## config.mk

```make
export PLATFORM = sky130hd
export DESIGN_NAME = multiplier_control
export DESIGN_NICKNAME = d
export VERILOG_FILES = /design/src/rtl/multiplier_pkg.sv /design/src/rtl/iteration_counter.sv /design/src/rtl/multiplier_control.sv
export SDC_FILE = /design/constraint.sdc
export NUM_CORES = 1
export LEC_CHECK = 0
export CORE_AREA = 4 4 41 43
export DETAILED_ROUTE_END_ITERATION = 10
export DIE_AREA = 0 0 45 47
export GPL_ROUTABILITY_DRIVEN = 0
export PLACE_DENSITY = 0.56
export SETUP_SLACK_MARGIN = 0.02
export SLEW_MARGIN = 0
export SYNTH_ARGS = -nofsm -noshare
export SYNTH_HDL_FRONTEND = slang
export SYNTH_SLANG_ARGS = --single-unit
```

## constraint.sdc

```tcl
create_clock -name clk -period 3.7 [get_ports clk]
set_input_delay 0.37 -clock clk [delete_from_list [all_inputs] [get_ports clk]]
set_output_delay 0.37 -clock clk [all_outputs]
set_load 0.02 [all_outputs]
```

## src/rtl/multiplier_pkg.sv

```systemverilog
// rtl/multiplier_pkg.sv - shared types and constants for the shift-add multiplier controller
//
// Holds the controller state enumeration and the default operand width
// used by multiplier_control and its iteration counter.
package multiplier_pkg;

  localparam int DEFAULT_WORD_LENGTH = 4;

  typedef enum logic [2:0] {
    IDLE  = 3'd0,
    CLEAR = 3'd1,
    LOAD  = 3'd2,
    ITER  = 3'd3,
    DONE  = 3'd4
  } state_t;

endpackage

```

## src/rtl/iteration_counter.sv

```systemverilog
// rtl/iteration_counter.sv - saturating iteration counter with terminal-count flag
//
// Ports:
//   clk      - rising-edge clock
//   reset    - asynchronous active-low reset, clears count
//   clear    - synchronous clear (wins over enable)
//   enable   - count one iteration this cycle
//   count    - iterations completed, never exceeds MAX_COUNT
//   terminal - high when this enabled cycle brings count to MAX_COUNT
module iteration_counter #(
  parameter int MAX_COUNT = 4,
  parameter int WIDTH     = $clog2(MAX_COUNT + 1)
) (
  input  logic             clk,
  input  logic             reset,
  input  logic             clear,
  input  logic             enable,
  output logic [WIDTH-1:0] count,
  output logic             terminal
);

  localparam logic [WIDTH-1:0] LAST = WIDTH'(MAX_COUNT - 1);
  localparam logic [WIDTH-1:0] FULL = WIDTH'(MAX_COUNT);

  // Saturate at FULL so a stray enable can never wrap the count.
  always_ff @(posedge clk or negedge reset) begin
    if (!reset) begin
      count <= '0;
    end else if (clear) begin
      count <= '0;
    end else if (enable && (count != FULL)) begin
      count <= count + WIDTH'(1);
    end
  end

  assign terminal = enable && (count == LAST);

endmodule

```

## src/rtl/multiplier_control.sv

```systemverilog
// rtl/multiplier_control.sv - sequencer for a shift-add multiplier datapath
//
// Ports:
//   clk            - rising-edge clock
//   reset          - asynchronous active-low reset
//   start          - begin a multiply (only looked at in IDLE)
//   abort          - cancel an operation in CLEAR/LOAD/ITER
//   multiplier_bit - LSB of the multiplier shift register
//   clear_n        - product register synchronous clear, active low
//   load_en        - latch multiplicand and multiplier
//   acc_en         - product register enable
//   shift_en       - shift multiplicand left, multiplier right
//   busy           - high outside IDLE
//   done           - one-cycle pulse while the product is valid
//   count          - iterations completed in the current operation
module multiplier_control
  import multiplier_pkg::*;
#(
  parameter  int WORD_LENGTH = DEFAULT_WORD_LENGTH,
  localparam int COUNT_WIDTH = $clog2(WORD_LENGTH + 1)
) (
  input  logic                   clk,
  input  logic                   reset,
  input  logic                   start,
  input  logic                   abort,
  input  logic                   multiplier_bit,
  output logic                   clear_n,
  output logic                   load_en,
  output logic                   acc_en,
  output logic                   shift_en,
  output logic                   busy,
  output logic                   done,
  output logic [COUNT_WIDTH-1:0] count
);

  state_t state;
  logic   cnt_clear;
  logic   cnt_enable;
  logic   last_iter;

  // Count is zeroed while the operation is being set up, so it reads 0 in
  // LOAD and during the first ITER cycle; an abort also zeroes it.
  assign cnt_clear  = (state == CLEAR) || (state == LOAD) ||
                      ((state == ITER) && abort);
  assign cnt_enable = (state == ITER) && !abort;

  iteration_counter #(
    .MAX_COUNT (WORD_LENGTH),
    .WIDTH     (COUNT_WIDTH)
  ) u_iteration_counter (
    .clk      (clk),
    .reset    (reset),
    .clear    (cnt_clear),
    .enable   (cnt_enable),
    .count    (count),
    .terminal (last_iter)
  );

  always_ff @(posedge clk or negedge reset) begin
    if (!reset) begin
      state <= IDLE;
    end else begin
      case (state)
        IDLE:    if (start && !abort) state <= CLEAR;
        CLEAR:   state <= abort ? IDLE : LOAD;
        LOAD:    state <= abort ? IDLE : ITER;
        ITER: begin
          if (abort)          state <= IDLE;
          else if (last_iter) state <= DONE;
        end
        DONE:    state <= IDLE;
        default: state <= IDLE;
      endcase
    end
  end

  // Output decode from state; acc_en in ITER follows the multiplier LSB
  // so the partial product is only added for set bits.
  always_comb begin
    clear_n  = 1'b1;
    load_en  = 1'b0;
    acc_en   = 1'b0;
    shift_en = 1'b0;
    busy     = 1'b1;
    done     = 1'b0;
    case (state)
      IDLE:  busy = 1'b0;
      CLEAR: begin
        clear_n = 1'b0;
        acc_en  = 1'b1;
      end
      LOAD:  load_en = 1'b1;
      ITER: begin
        shift_en = 1'b1;
        acc_en   = multiplier_bit;
      end
      DONE:  done = 1'b1;
      default: busy = 1'b0;
    endcase
  end

endmodule
```

==> impl_metrics.toml, run 1 <==
[logic_synthesis]
synthAdderAreaFrac = 0.09868
synth_area_um2 = 380.4
synth_mux_area_frac = 0.03947
synth_compound_area_frac = 0.1217
yosys.area_share.xor_xnor = 0.02303
synth_cell_types = 24
synth-seq-cells = 6
avgSynthCellArea_um2 = 10.28
synth_nets = 45
synth_top_family_by_area = "simple AND/OR/NAND/NOR gates"
syn_inst = 37
yosys_warnings = 0
yosys.area_share.simple = 0.2730
yosysSeqAreaShare = 0.3947

[route]
routedWlPerCell_um = 11.25
drtIter0Drc = 1
ant_nets = 0
routed_wl_um = 754
first_pass_iters = 2
drc = 0
vias = 322
vias_per_cell = 4.806

[grt]
grt_pass1_wl_um = 1311
grt_pass1_vias = 299
antenna_found_initial = 0
grt_max_degree = 13
grt_use_total = 0.08917
overflow = 0

[clocking]
htreeDepth = 1
clkSlewWorstSetupHoldPaths_ns = 0.04
cts_root_buf = "clkbuf_4"
cts_setup_buffers = 0
clkSinkCount = 6
clock_path_buffers = 2
postCtsHoldBufs = 0
clk_latency_ns = 0.24
cts_buffers = 3
postCtsResizedCells = 0
cts_tree = "yes"

[layout]
fin_util = 0.4212
antenna_cells = 0
fill_cells = 148
fin_nets = 62
final_common_cell = "clkdlybuf4s50_1"
synthToLayoutAreaGrowth_pct = 44.08
final_cell_mix = "13 x clkdlybuf4s50_1, 6 x dfrtp_1, 4 x inv_1"
drive_gt1_frac = 0.1346

[floorplanning]
pin_count = 14
die_w_um = 45
die_height_um = 47
core-area_mm2 = 0.001301
start_util = 0.2923
num_rows = 13
die_area_mm2 = 0.002115

[power_and_ir_drop]
p_switching_mw = 0.04542
p_comb_frac = 0.236
power_density_mw_per_mm2 = 314.8
leakagePower_nw = 0.2392
clkPwrFrac = 0.337
pwr-share-seq = 0.426
swShare = 0.2633
fin_total_pwr_mw = 0.1725
peakVddDrop_v = 0.0001326
p_int_mw = 0.1271

[setup_path]
required_ns = 3.33
regToRegSetupSlack_ns = 2.11
worstSetupPathType = "flop to output pin"
worstRegToRegCells = 5
endpoint_kind = "output pin"
critPathArrivalTime_ns = 1.76
r2r_start = "u_iteration_counter.count[0]"
cp-start-kind = "flop"
crit_fanout = 9
r2r-end = "u_iteration_counter.count[0]"

[sta]
slew_violations = 0
rsz0062_at_grt = "no"
hold_viol_final = 0
period_needed_ns = 2.131
fin_setup_tns_ns = 0
fmax_mhz = 469.2
finClkSkew_ns = 0.005277
slew_headroom = 0.7028
finalSetupViolations = 0
tightest_slew_ns = 0.4449
timing.final.crit_share = 0.5760

[status]
status = "finished clean"

[placed_design]
io_buffers = 13
hpwl_um = 606.2

[worst_hold_path]
min_path_type = "primary input to async pin"

[flow_run]
maxCapViolations = 0
==> final cells by class <==
| type | count | area [µm²] | share of cell area |
|---|---|---|---|
| clock buffers | 3 | 22.52 | 0.04110 |
| inverters | 4 | 15.01 | 0.02740 |
| multi-input cells | 26 | 211.5 | 0.3858 |
| flip-flops and latches | 6 | 150.1 | 0.2740 |
| well taps | 15 | 18.77 | 0.03425 |
| repair buffers | 13 | 130.1 | 0.2374 |
==> cells by family after synthesis <==
group                      Yosys count
adders and majority gates            3
buffers and inverters                5
muxes                                1
AOI/OAI and AO/OA                    5
xor gates and xnor gates             1
DFF                                  6
and+or+nand+nor                     16
==> per-stage QoR <==
step                setup slack [ns]  hold WS (ns)  std cells  cell area, µm²
detailed placement             1.657        0.5393         64           525.5
finish                         1.569        0.3639         67           548.0
global route                   1.427        0.3817         67           548.0
CTS                            1.547        0.3647         67           548.0
floorplan                      2.061       0.07441         37           380.4
global placement               1.682        0.5439         64           525.5
==> power groups by stage <==
stage | Clock [mW] | Sequential, mW | Combinational, mW
2_1_floorplan | 0 | 0.0744 | 0.0211
3_3_place_gp | 0 | 0.0745 | 0.0414
3_5_place_dp | 0 | 0.0743 | 0.0415
4_1_cts | 0.0618 | 0.0734 | 0.0417
5_1_grt | 0.0645 | 0.0742 | 0.0447
6_report | 0.0582 | 0.0735 | 0.0408
==> routing by layer <==
layer  global-route usage  part of all wire
met5                    0                 0
met4              0.08772             0.020
met3              0.01533             0.081
met2               0.1158              0.44
met1               0.1209              0.45
==> flip-flops by register name, summed over array words and instances (netlist names) <==
| signal | flops |
|---|---|
| state | 3 |
| u_iteration_counter.count | 3 |
==> worst max path at each step <==
stage                                       startpoint                           end  slack (ns)  cells past startpoint
after floorplan           u_iteration_counter.count[0]  u_iteration_counter.count[0]        2.06                      5
final                                         state[0]                          busy        1.57                      3
after global placement                  multiplier_bit                        acc_en        1.68                      4
after global routing                          state[0]                          busy        1.43                      3
after CTS                                     state[0]                          busy        1.55                      3
after detailed placement                multiplier_bit                        acc_en        1.66                      4
==> critical path: stages (launching register included) <==
cell and delay, ns:
dfrtp_1 0.45, nor2_1 0.29, xnor2_1 0.15, clkdlybuf4s50_1 0.62
==> Yosys cell counts, drive strengths merged <==
| cell | n | area [µm²] |
|---|---|---|
| o2bb2ai | 1 | 8.760 |
| dfrtp | 6 | 150.1 |
| a211o | 1 | 8.760 |
| nor4 | 1 | 6.260 |
| and3 | 1 | 7.510 |
| nor3b | 2 | 15.01 |
| nor3 | 2 | 10.01 |
| a22o | 1 | 8.760 |
| nand2 | 2 | 10.01 |
| and4b | 1 | 10.01 |
| and2b | 1 | 7.510 |
| xnor2 | 1 | 8.760 |
| nor4b | 1 | 8.760 |
| a2111oi | 1 | 15.01 |
| ha | 3 | 37.54 |
| nor2 | 2 | 7.510 |
| mux2 | 1 | 15.01 |
| or3b | 1 | 8.760 |
| inv | 4 | 15.01 |
| nor2b | 1 | 6.260 |
| and2 | 1 | 6.260 |
| a21oi | 1 | 5.000 |
| buf | 1 | 3.750 |
(Power assumes the default switching activity.)
==> run 2, diff against run 1 <==
- clock period: 3.7 -> 2 ns (I/O delays scaled with it)
==> run 2 against run 1 <==
Via count grew 2.8%. First-iteration DRC count grew 100%. Clock power grew 82%. Clock skew shrank 0.00098 ns. Global-route usage grew 0.78 points. Sequential power grew 84%. Power grew 87%. Sequential cell count is the same. Setup slack lost 1.4 ns. Critical endpoint unchanged.
==> impl_metrics.toml, run 2 (synthesis results as in run 1) <==
[clocking]
clk_latency_ns = 0.24
cts_setup_buffers = 0
htreeDepth = 1
clkSinkCount = 6
cts_root_buf = "clkbuf_4"
cts_tree = "yes"
cts_buffers = 3
postCtsHoldBufs = 0
clkSlewWorstSetupHoldPaths_ns = 0.04
clock_path_buffers = 2

[grt]
grt_use_total = 0.09698
overflow = 0
antenna_found_initial = 0
grt_max_degree = 9
grt_pass1_vias = 330
grt_pass1_wl_um = 1455

[sta]
slew_headroom = 0.7051
timing.final.crit_share = 0.9137
finClkSkew_ns = 0.004301
rsz0062_at_grt = "no"
slew_violations = 0
hold_viol_final = 0
period_needed_ns = 1.827
tightest_slew_ns = 0.4416
fin_setup_tns_ns = 0
finalSetupViolations = 0
fmax_mhz = 547.2

[floorplanning]
core-area_mm2 = 0.001301
die_w_um = 45
start_util = 0.2923
die_area_mm2 = 0.002115
pin_count = 14
die_height_um = 47
num_rows = 13

[route]
routed_wl_um = 778
ant_nets = 0
first_pass_iters = 2
drc = 0
vias = 331
routedWlPerCell_um = 11.28
drtIter0Drc = 2
vias_per_cell = 4.797

[setup_path]
r2r_start = "u_iteration_counter.count[0]"
cp-start-kind = "flop"
required_ns = 1.80
endpoint_kind = "output pin"
worstRegToRegCells = 5
regToRegSetupSlack_ns = 0.39
r2r-end = "u_iteration_counter.count[0]"
critPathArrivalTime_ns = 1.63
worstSetupPathType = "flop to output pin"
crit_fanout = 8

[flow_run]
maxCapViolations = 0

[layout]
final_common_cell = "clkdlybuf4s50_1"
antenna_cells = 0
drive_gt1_frac = 0.1852
fill_cells = 142
fin_nets = 64
reg.largest.list = "state: 3 flops, u_iteration_counter.count: 3 flops"
synthToLayoutAreaGrowth_pct = 50.66
final_cell_mix = "12 x clkdlybuf4s50_1, 6 x dfrtp_1, 4 x inv_1"

[power_and_ir_drop]
peakVddDrop_v = 0.0003875
fin_total_pwr_mw = 0.3230
leakagePower_nw = 0.2661
power_density_mw_per_mm2 = 563.7

[placed_design]
io_buffers = 13
hpwl_um = 652.9

[worst_hold_path]
min_path_type = "primary input to async pin"

[status]
status = "finished clean"
[run 2: per-stage QoR]
stage	hold WS (ns)	area (µm²)	std cells	worst slack, ns	util
after floorplan	-0.09559	380.4	37	0.3612	-
after global placement	0.4702	540.5	66	0.2662	0.4154
after detailed placement	0.4650	540.5	66	0.2697	0.4154
after CTS	0.2032	563.0	69	0.02949	0.4327
after global routing	0.2048	573.1	69	0.05503	0.4404
final	0.2027	573.1	69	0.1727	0.4404
[run 2: critical path, stage by stage (launching register included)]
cell and delay (ns):
dfrtp_1 0.46, nor2_4 0.18, xnor2_1 0.13, clkdlybuf4s50_1 0.62
[run 2: final cells by class]
type,instances,area [µm²],share of cell area
inverters,4,15.01,0.02620
flip-flops and latches,6,150.1,0.2620
multi-input cells,26,219.0,0.3821
repair buffers,15,147.6,0.2576
clock buffers,3,22.52,0.03930
well taps,15,18.77,0.03275
[run 2: worst max-delay path by stage]
stage | cells after the start | endpoint | slack [ns] | startpoint
4_1_cts | 3 | busy | 0.03 | state[1]
6_report | 3 | busy | 0.17 | state[1]
3_3_place_gp | 4 | u_iteration_counter.count[0] | 0.27 | abort
2_1_floorplan | 5 | u_iteration_counter.count[0] | 0.36 | u_iteration_counter.count[0]
5_1_grt | 3 | busy | 0.06 | state[1]
3_5_place_dp | 4 | acc_en | 0.27 | multiplier_bit
[run 2: where the power goes]
group          total [mW]  switching (mW)  internal (mW)  leakage (nW)
sequential          0.135         0.00814          0.127        0.0816
combinational      0.0821          0.0382         0.0439         0.171
clock               0.106          0.0383         0.0675        0.0138
[run 2: per-layer routing]
metal	global-route usage	part of all wire	wire length [µm]
met2	0.1469	0.40	310
met3	0.04215	0.096	75
met4	0.05263	0.014	11
met5	0	0	0
met1	0.1157	0.49	380
[run 2: repair_timing]
item	in CTS	in global routing
endpoints found under the setup margin	0	3
resized for setup	0	3
endpoints found under the hold margin	0	0
